**config.mk**
```make
export PLATFORM = sky130hd
export DESIGN_NAME = id_exe_pipe_ctrl
export DESIGN_NICKNAME = d
export VERILOG_FILES = /design/src/rtl/id_exe_pipe_ctrl.sv
export SDC_FILE = /design/constraint.sdc
export NUM_CORES = 1
export LEC_CHECK = 0
export ABC_AREA = 1
export ABC_CLOCK_PERIOD_IN_PS = 3300
export CAP_MARGIN = 30
export CORE_AREA = 4 4 96 98
export CTS_BUF_LIST = sky130_fd_sc_hd__clkbuf_8
export CTS_CLUSTER_DIAMETER = 200
export DETAILED_ROUTE_END_ITERATION = 8
export DIE_AREA = 0 0 100 102
export PLACE_DENSITY = 0.86
export SETUP_SLACK_MARGIN = 0.3
export SLEW_MARGIN = 15
export SYNTH_ARGS = -nofsm -noshare
export SYNTH_HDL_FRONTEND = slang
export SYNTH_SLANG_ARGS = --single-unit
```
**constraint.sdc**
```tcl
create_clock -name clk -period 3.3 [get_ports clk]
set_clock_uncertainty 0.05 [all_clocks]
set_input_delay 0.33 -clock clk [delete_from_list [all_inputs] [get_ports clk]]
set_output_delay 0.33 -clock clk [all_outputs]
set_load 0.01 [all_outputs]
```
**src/rtl/id_exe_pipe_ctrl.sv**
```systemverilog
// id_exe_pipe_ctrl
//   ID/EXE pipeline register with a per-stage valid bit, an external hold,
//   a branch flush and load-use hazard detection with automatic bubble
//   insertion.
//
//   Optional feature macro: ID_EXE_PERF_EN
//     When defined, two CW-bit saturating counters are added.
//     bubble_cnt_out counts hazard bubbles.
//     flush_cnt_out counts flushed edges.
//
// Ports
//   clk, rst                  rising-edge clock, async active-high reset
//   stall_in                  external hold; EXE contents frozen
//   flush_in                  branch taken; squash the instruction entering EXE
//   id_valid_in               ID holds a real instruction
//   rs1_in, rs2_in            source register addresses of the ID instruction
//   rdata1_in .. npc_in       operands and control bits of the ID instruction
//   exe_valid_out .. npc_out  registered copies of the ID fields
//   hazard_stall_out          combinational load-use detect; IF/ID must hold
//   bubble_cnt_out,
//   flush_cnt_out             performance counters (ID_EXE_PERF_EN only)

module id_exe_pipe_ctrl #(
  parameter int DW  = 16,
  parameter int AW  = 3,
  parameter int PW  = 16,
  parameter int OPW = 3,
  parameter int CW  = 16
) (
  input  logic           clk,
  input  logic           rst,
  input  logic           stall_in,
  input  logic           flush_in,
  input  logic           id_valid_in,
  input  logic [AW-1:0]  rs1_in,
  input  logic [AW-1:0]  rs2_in,
  input  logic [DW-1:0]  rdata1_in,
  input  logic [DW-1:0]  rdata2_in,
  input  logic [DW-1:0]  imm_in,
  input  logic [OPW-1:0] opcode_in,
  input  logic [AW-1:0]  waddr_in,
  input  logic           alusrc_in,
  input  logic           memWrite_in,
  input  logic           memRead_in,
  input  logic           memToReg_in,
  input  logic           branch_in,
  input  logic           wen_in,
  input  logic [PW-1:0]  npc_in,
  output logic           exe_valid_out,
  output logic [DW-1:0]  rdata1_out,
  output logic [DW-1:0]  rdata2_out,
  output logic [DW-1:0]  imm_out,
  output logic [OPW-1:0] opcode_out,
  output logic [AW-1:0]  waddr_out,
  output logic           alusrc_out,
  output logic           memWrite_out,
  output logic           memRead_out,
  output logic           memToReg_out,
  output logic           branch_out,
  output logic           wen_out,
  output logic [PW-1:0]  npc_out,
  output logic           hazard_stall_out
`ifdef ID_EXE_PERF_EN
  ,
  output logic [CW-1:0]  bubble_cnt_out,
  output logic [CW-1:0]  flush_cnt_out
`endif
);

  typedef enum logic [1:0] {
    LD_LOAD,
    LD_BUBBLE,
    LD_HOLD
  } ld_sel_e;

  ld_sel_e        ldSel;
  logic           hazard;

  logic           valid_q,    valid_d;
  logic [DW-1:0]  rdata1_q,   rdata1_d;
  logic [DW-1:0]  rdata2_q,   rdata2_d;
  logic [DW-1:0]  imm_q,      imm_d;
  logic [OPW-1:0] opcode_q,   opcode_d;
  logic [AW-1:0]  waddr_q,    waddr_d;
  logic           alusrc_q,   alusrc_d;
  logic           memWrite_q, memWrite_d;
  logic           memRead_q,  memRead_d;
  logic           memToReg_q, memToReg_d;
  logic           branch_q,   branch_d;
  logic           wen_q,      wen_d;
  logic [PW-1:0]  npc_q,      npc_d;

  // Load-use detect: a valid load in EXE writing a nonzero register that the
  // valid ID instruction reads. Register 0 is hardwired, so it never stalls.
  always_comb begin
    hazard = valid_q & memRead_q & wen_q & (waddr_q != '0) & id_valid_in &
             ((rs1_in == waddr_q) | (rs2_in == waddr_q));
  end

  // Update selection: flush beats the external hold, and the hold beats the
  // hazard bubble so a stalled load-use pair keeps hazard_stall_out high.
  always_comb begin
    ldSel = LD_LOAD;
    if (flush_in) begin
      ldSel = LD_BUBBLE;
    end else if (stall_in) begin
      ldSel = LD_HOLD;
    end else if (hazard) begin
      ldSel = LD_BUBBLE;
    end
  end

  // Next-state values for the whole register. A bubble clears every field,
  // which also makes it indistinguishable from the reset state.
  always_comb begin
    valid_d    = valid_q;
    rdata1_d   = rdata1_q;
    rdata2_d   = rdata2_q;
    imm_d      = imm_q;
    opcode_d   = opcode_q;
    waddr_d    = waddr_q;
    alusrc_d   = alusrc_q;
    memWrite_d = memWrite_q;
    memRead_d  = memRead_q;
    memToReg_d = memToReg_q;
    branch_d   = branch_q;
    wen_d      = wen_q;
    npc_d      = npc_q;
    case (ldSel)
      LD_LOAD: begin
        valid_d    = id_valid_in;
        rdata1_d   = rdata1_in;
        rdata2_d   = rdata2_in;
        imm_d      = imm_in;
        opcode_d   = opcode_in;
        waddr_d    = waddr_in;
        alusrc_d   = alusrc_in;
        memWrite_d = memWrite_in;
        memRead_d  = memRead_in;
        memToReg_d = memToReg_in;
        branch_d   = branch_in;
        wen_d      = wen_in;
        npc_d      = npc_in;
      end
      LD_BUBBLE: begin
        valid_d    = 1'b0;
        rdata1_d   = '0;
        rdata2_d   = '0;
        imm_d      = '0;
        opcode_d   = '0;
        waddr_d    = '0;
        alusrc_d   = 1'b0;
        memWrite_d = 1'b0;
        memRead_d  = 1'b0;
        memToReg_d = 1'b0;
        branch_d   = 1'b0;
        wen_d      = 1'b0;
        npc_d      = '0;
      end
      default: begin
      end
    endcase
  end

  // Pipeline register; reset acts immediately, even while stalled.
  always_ff @(posedge clk or posedge rst) begin
    if (rst) begin
      valid_q    <= 1'b0;
      rdata1_q   <= '0;
      rdata2_q   <= '0;
      imm_q      <= '0;
      opcode_q   <= '0;
      waddr_q    <= '0;
      alusrc_q   <= 1'b0;
      memWrite_q <= 1'b0;
      memRead_q  <= 1'b0;
      memToReg_q <= 1'b0;
      branch_q   <= 1'b0;
      wen_q      <= 1'b0;
      npc_q      <= '0;
    end else begin
      valid_q    <= valid_d;
      rdata1_q   <= rdata1_d;
      rdata2_q   <= rdata2_d;
      imm_q      <= imm_d;
      opcode_q   <= opcode_d;
      waddr_q    <= waddr_d;
      alusrc_q   <= alusrc_d;
      memWrite_q <= memWrite_d;
      memRead_q  <= memRead_d;
      memToReg_q <= memToReg_d;
      branch_q   <= branch_d;
      wen_q      <= wen_d;
      npc_q      <= npc_d;
    end
  end

  assign exe_valid_out    = valid_q;
  assign rdata1_out       = rdata1_q;
  assign rdata2_out       = rdata2_q;
  assign imm_out          = imm_q;
  assign opcode_out       = opcode_q;
  assign waddr_out        = waddr_q;
  assign alusrc_out       = alusrc_q;
  assign memWrite_out     = memWrite_q;
  assign memRead_out      = memRead_q;
  assign memToReg_out     = memToReg_q;
  assign branch_out       = branch_q;
  assign wen_out          = wen_q;
  assign npc_out          = npc_q;
  assign hazard_stall_out = hazard;

`ifdef ID_EXE_PERF_EN
  logic [CW-1:0] bubbleCnt_q;
  logic [CW-1:0] flushCnt_q;

  // Saturating counters. A flush that coincides with a hazard counts only as
  // a flush, and a stalled hazard inserts no bubble, so it is not counted.
  always_ff @(posedge clk or posedge rst) begin
    if (rst) begin
      bubbleCnt_q <= '0;
      flushCnt_q  <= '0;
    end else begin
      if (flush_in && !(&flushCnt_q)) begin
        flushCnt_q <= flushCnt_q + CW'(1);
      end
      if (!flush_in && (ldSel == LD_BUBBLE) && !(&bubbleCnt_q)) begin
        bubbleCnt_q <= bubbleCnt_q + CW'(1);
      end
    end
  end

  assign bubble_cnt_out = bubbleCnt_q;
  assign flush_cnt_out  = flushCnt_q;
`endif

endmodule

```
==> results.yml, run 1 <==
sta:
  tightest_slew_ps: 827
  hold_viol_final: 0
  fmax_mhz: 406
  drv_slew: 0
  fin_crit_ps: 2460
  slew_headroom: 0.448
  setup-tns-final_ps: 0
  finalSetupViolCount: 0
  period_share: 0.747
  rsz0062_at_grt: "no"
setup_path:
  arrival_ps: 2080
  worst_ep_required_time_ps: 2920
  cp-start-kind: "flop"
  crit_fanout: 36
  end_kind: "output pin"
  worstSetupPathType: "reg -> out"
detailed_routing:
  vias: 3814
  drt_first_pass_iters: 4
  ant_nets: 0
  drc: 0
  routedWlPerCell_um: 13.7
  drtIter0Drc: 117
  viasPerCell: 4.82
  wl_mm: 10.8
clocking:
  cts_buffer_depth: 2
  numCtsBuffers: 9
  post_cts_buffers: 0
  cts_hold_buf: 0
  clk_latency_ps: 330
  clock-sinks: 77
  cts_tree: "built"
  htreeDepth: 3
  cts.clk_slew.worst_paths_ps: 80
  root_buffer: "clkbuf_8"
  cts.repair.resized: 0
logic_synthesis:
  avgSynthCellArea_um2: 7.38
  syn_area_um2: 3910
  synth-seq-area-share: 0.492
  ys_types: 18
  ys_seq_elements: 77
  yosysWarnings: 0
  syn_nets: 617
  synthCells: 530
floorplan:
  die_w_um: 100
  initial_core_util: 0.462
  core_area_um2: 8470
  die_area_um2: 10200
  die_h_um: 102
  rows: 34
  ios: 165
global_route:
  grt_overflow: 0
  grt_util_all_layers: 0.213
  grt_pass1_vias: 3777
  grt_pass1_wl_mm: 17.5
  antenna_found_initial: 0
  grt_start_max_net_pins: 60
placed_design:
  placedCellCount: 776
  port_buffers: 164
  placed_area_um2: 5570
  dp_hpwl_mm: 7.76
  gp_congestion: 0.808
min_path:
  hp-class: "in -> async"
power_and_ir_drop:
  p_per_area_nw_per_um2: 411
  max-vdd-ir-drop_mv: 0.193
  p_leak_nw: 3.15
layout:
  final_util: 0.689
  drive_gt1_frac: 0.0760
  finalInstanceArea_um2: 5830
  synthToLayoutAreaGrowth_pct: 49.0
  fin_cells: 792
  n_antenna_cell: 0
  fill_cells: 641
  final_nets: 766
run_status:
  status: "completed"
job:
  cap_violations: 0
[registers in the layout, summed over array words and instances, names as in the netlist]
register and flops:
npc_out 16, memToReg_out 1, exe_valid_out 1, alusrc_out 1
opcode_out 3, wen_out 1, imm_out 16, rdata1_out 16
branch_out 1, waddr_out 3, memRead_out 1, memWrite_out 1
rdata2_out 16
[routing by layer]
layer / track usage / up-vias / wire, um
met3: 0.0355 / 31 / 702
met1: 0.274 / 1763 / 4470
met4: 0.0922 / 0 / 294
met5: 0 / - / 0
li1: - / 1859 / -
met2: 0.357 / 161 / 5350
[where the power goes]
group	internal (mW)	switching [mW]	leakage (nW)
logic	0.242	0.201	2.00
clock network	0.576	0.342	0.129
registers	0.999	0.0365	1.02
total	1.82	0.579	3.15
[Yosys cell counts]
library cell	instances	area, um^2
nand2_1	168	631
nor2_2	1	6.26
buf_1	1	3.75
clkbuf_1	13	48.8
nand3_2	20	200
buf_12	2	40.0
dfrtp_1	77	1930
nand2_4	1	11.3
xnor2_1	2	17.5
inv_1	85	319
buf_2	15	75.1
nand2_2	1	6.26
nand4_1	1	6.26
nand3_1	59	295
buf_6	1	11.3
buf_4	1	7.51
inv_2	4	15.0
nor2_1	78	293
[through the flow]
stage | power (mW) | setup WS [ps] | hold WS [ps]
after floorplan | 1.24 | 953 | 466
after detailed placement | 1.50 | 836 | 414
after global placement | 1.49 | 956 | 411
final | 2.40 | 836 | 340
after CTS | 2.42 | 813 | 363
after global routing | 2.51 | 650 | 391
[placed cells by master (no fill, tap or decap), drive strengths merged]
| cell | instances |
|---|---|
| nand2 | 170 |
| clkdlybuf4s50 | 163 |
| inv | 88 |
| nor2 | 79 |
| nand3 | 79 |
| dfrtp | 77 |
| clkbuf | 9 |
| buf | 8 |
| bufinv | 4 |
| clkinv | 3 |
| xnor2 | 2 |
| nand4 | 1 |
| clkinvlp | 1 |
[final timing paths]
path / slack, ps / start / depth (start not counted) / end
min in group clk: 430 / npc_out[15]$_DFFE_PP0P_ / 2 / npc_out[15]$_DFFE_PP0P_
setup reg to reg: 1300 / waddr_out[0]$_DFFE_PP0P_ / 9 / rdata1_out[10]$_DFFE_PP0P_
max in group asynchronous: 2010 / rst / 3 / rdata2_out[5]$_DFFE_PP0P_
setup / recovery: 840 / waddr_out[1]$_DFFE_PP0P_ / 6 / hazard_stall_out
hold reg to reg: 430 / npc_out[15]$_DFFE_PP0P_ / 2 / npc_out[15]$_DFFE_PP0P_
hold / removal: 340 / rst / 2 / rdata1_out[6]$_DFFE_PP0P_
[kinds of logic (layout without fill, tap and decap cells)]
family | count (synthesis) | count (layout) | share of synthesized area
simple gates | 329 | 329 | 0.370
buf+inv | 122 | 276 | 0.133
flops | 77 | 77 | 0.492
xor+xnor | 2 | 2 | 0.00448
[critical path: stages (launching register included)]
cell and delay (ps):
dfrtp_1 450, xnor2_1 190, nand3_1 110, nand2_2 100, nand2_4 220, inv_1 130
clkdlybuf4s50_1 550
[area by class of cell]
cell class / count / area (um^2) / area share
Clock buffer: 9 / 124 / 0.0212
Clock inverter: 7 / 138 / 0.0236
Inverter: 89 / 335 / 0.0575
Multi-Input combinational cell: 331 / 1470 / 0.252
Sequential cell: 77 / 1930 / 0.330
Tap cell: 108 / 135 / 0.0232
Timing Repair Buffer: 171 / 1700 / 0.292
Power figures use the tool's default switching activity.
==> run 2, diff against run 1 <==
- ABC_CLOCK_PERIOD_IN_PS: 3300 -> 2200
- CORE_AREA: 4 4 96 98 -> 4 4 104 106
- DIE_AREA: 0 0 100 102 -> 0 0 108 110
- PLACE_DENSITY: 0.86 -> 0.77
- clock period: 3.3 -> 2.2 ns (I/O delays scaled with it)
==> run 2 against run 1 <==
  * Combinational power is 51% higher
  * Hold slack got worse by 14 ps
  * Largest power group unchanged
  * Via count shrank 2.0%
  * Register-to-register slack lost 670 ps
  * Non-clock buffer count shrank 1
  * Global-route usage fell by 3.1 points
  * Critical path depth stayed put
  * Critical path type unchanged
  * Clock power grew 42%
  * Sequential cell count did not move
==> results.yml, run 2 (synthesized netlist as in run 1, its figures left out) <==
run_status:
  status: "completed"
sta:
  drv_slew: 0
  setup-tns-final_ps: 0
  fmax_mhz: 564
  hold_viol_final: 0
  period_share: 0.806
  tightest_slew_ps: 438
  slew_headroom: 0.708
  rsz0062_at_grt: "no"
  layout_setup_ws_ps: 427
  fin_crit_ps: 1770
  finalSetupViolCount: 0
  fin_hold_ws_ps: 326
detailed_routing:
  drc: 0
  vias: 3739
  ant_nets: 0
  routedWlPerCell_um: 12.9
  drt_first_pass_iters: 5
  wl_mm: 10.5
  viasPerCell: 4.59
  drtIter0Drc: 240
setup_path:
  crit_start: "waddr_out[1]$_DFFE_PP0P_"
  endpoint: "hazard_stall_out"
  worst_r2r_endpoint: "rdata2_out[11]$_DFFE_PP0P_"
  r2r_slack_ps: 630
  ff2ff_path_depth: 8
  rr_startpoint: "waddr_out[0]$_DFFE_PP0P_"
  crit_fanout: 5
  critPathSlowestCell: "dfrtp_2"
  worstSetupPathType: "reg -> out"
  worst_ep_required_time_ps: 1930
  critPathMaxStageDelay_ps: 450
  end_kind: "output pin"
  arrival_ps: 1500
  cp-start-kind: "flop"
  crit_chain: "xnor2_1 > nand3_1 > nand2_2 > nand2_4 > inv_1 > clkdlybuf4s15_1"
clocking:
  cts_buffer_depth: 2
  cts_hold_buf: 0
  numCtsBuffers: 9
  cts_tree: "built"
  clk_latency_ps: 340
  clock-sinks: 77
  htreeDepth: 3
  root_buffer: "clkbuf_8"
  cts.clk_slew.worst_paths_ps: 80
power_and_ir_drop:
  power.switching_mw: 0.848
  finalPower_mw: 3.52
  max-vdd-ir-drop_mv: 0.285
  p_per_area_nw_per_um2: 599
  power.internal_mw: 2.67
  seqPwrFrac: 0.441
  p_leak_nw: 3.15
  p_sw_frac: 0.241
  clkPwrFrac: 0.370
  pwr-share-comb: 0.189
layout:
  final_common_cell: "nand2_1"
  synthToLayoutAreaGrowth_pct: 50.3
  finalInstanceArea_um2: 5880
  final_nets: 765
  final_cell_mix: "168 x nand2_1, 162 x clkdlybuf4s50_1, 84 x inv_1, 78 x nor2_1, 75 x dfrtp_1"
  drive_gt1_frac: 0.0762
  fill_cells: 882
  n_antenna_cell: 0
  fin_cells: 815
  final_util: 0.602
floorplan:
  core_area_um2: 9770
  die_w_um: 108
  die_h_um: 110
  initial_core_util: 0.400
  rows: 36
  die_area_um2: 11900
  ios: 165
placed_design:
  dp_hpwl_mm: 7.10
  port_buffers: 164
  placedCellCount: 799
  gp_congestion: 0.779
  dpl_worst_slack_ps: 251
  placed_area_um2: 5630
global_route:
  grt_pass1_vias: 3732
  grt_util_all_layers: 0.181
  grt_pass1_wl_mm: 17.3
  grt_start_max_net_pins: 96
  grt_overflow: 0
  antenna_found_initial: 0
job:
  cap_violations: 0
min_path:
  hp-class: "in -> async"
[run 2: cell types whose count changed in the layout (fill, tap and decap cells not counted)]
cell,change
buf_4,-4
buf_12,+3
clkbuf_8,+2
clkinv_2,-2
dfrtp_1,-2
dfrtp_2,+2
bufinv_16,-1
clkdlybuf4s15_1,+1
clkdlybuf4s50_1,-1
[run 2: layer usage]
metal | global-route usage | up-vias | share of wire
li1 | - | 1858 | -
met1 | 0.236 | 1732 | 0.44
met4 | 0.0586 | 0 | 0.015
met3 | 0.0414 | 16 | 0.070
met5 | 0 | - | 0
met2 | 0.302 | 133 | 0.48
[run 2: worst min-delay path by stage]
stage	to	slack, ps	cells after the start
finish	rdata2_out[12]$_DFFE_PP0P_	330	3
global route	rdata2_out[9]$_DFFE_PP0P_	370	3
CTS	rdata2_out[9]$_DFFE_PP0P_	330	3
detailed placement	imm_out[11]$_DFFE_PP0P_	410	2
global placement	rdata1_out[12]$_DFFE_PP0P_	410	2
floorplan	imm_out[0]$_DFFE_PP0P_	370	4
[run 2: final cells by class]
class | instances | area [um^2] | share of cell area
Clock buffer | 11 | 151 | 0.0257
Clock inverter | 4 | 95.1 | 0.0162
Inverter | 89 | 338 | 0.0574
Multi-Input combinational cell | 331 | 1470 | 0.250
Sequential cell | 77 | 1930 | 0.328
Tap cell | 133 | 166 | 0.0283
Timing Repair Buffer | 170 | 1730 | 0.294
[run 2: worst max-delay path, delay by kind of cell (launching register included)]
| family | cells | cell delay, ps |
|---|---|---|
| xor gates and xnor gates | 1 | 190 |
| DFF | 1 | 450 |
| and+or+nand+nor | 3 | 250 |
| buffers and inverters | 2 | 290 |
[run 2: timing repair]
| item | 4_1_cts | 5_1_grt |
|---|---|---|
| buffers inserted | 1 | 0 |
| setup endpoints to repair | 1 | 1 |
| resized for setup | 3 | 1 |
[run 2: power by group through the flow]
stage               logic (mW)  clock network [mW]  registers [mW]
detailed placement       0.673                   0            1.58
floorplan                0.239                   0            1.61
finish                   0.667                1.30            1.55
CTS                      0.678                1.34            1.55
global route             0.732                1.42            1.56
global placement         0.662                   0            1.58
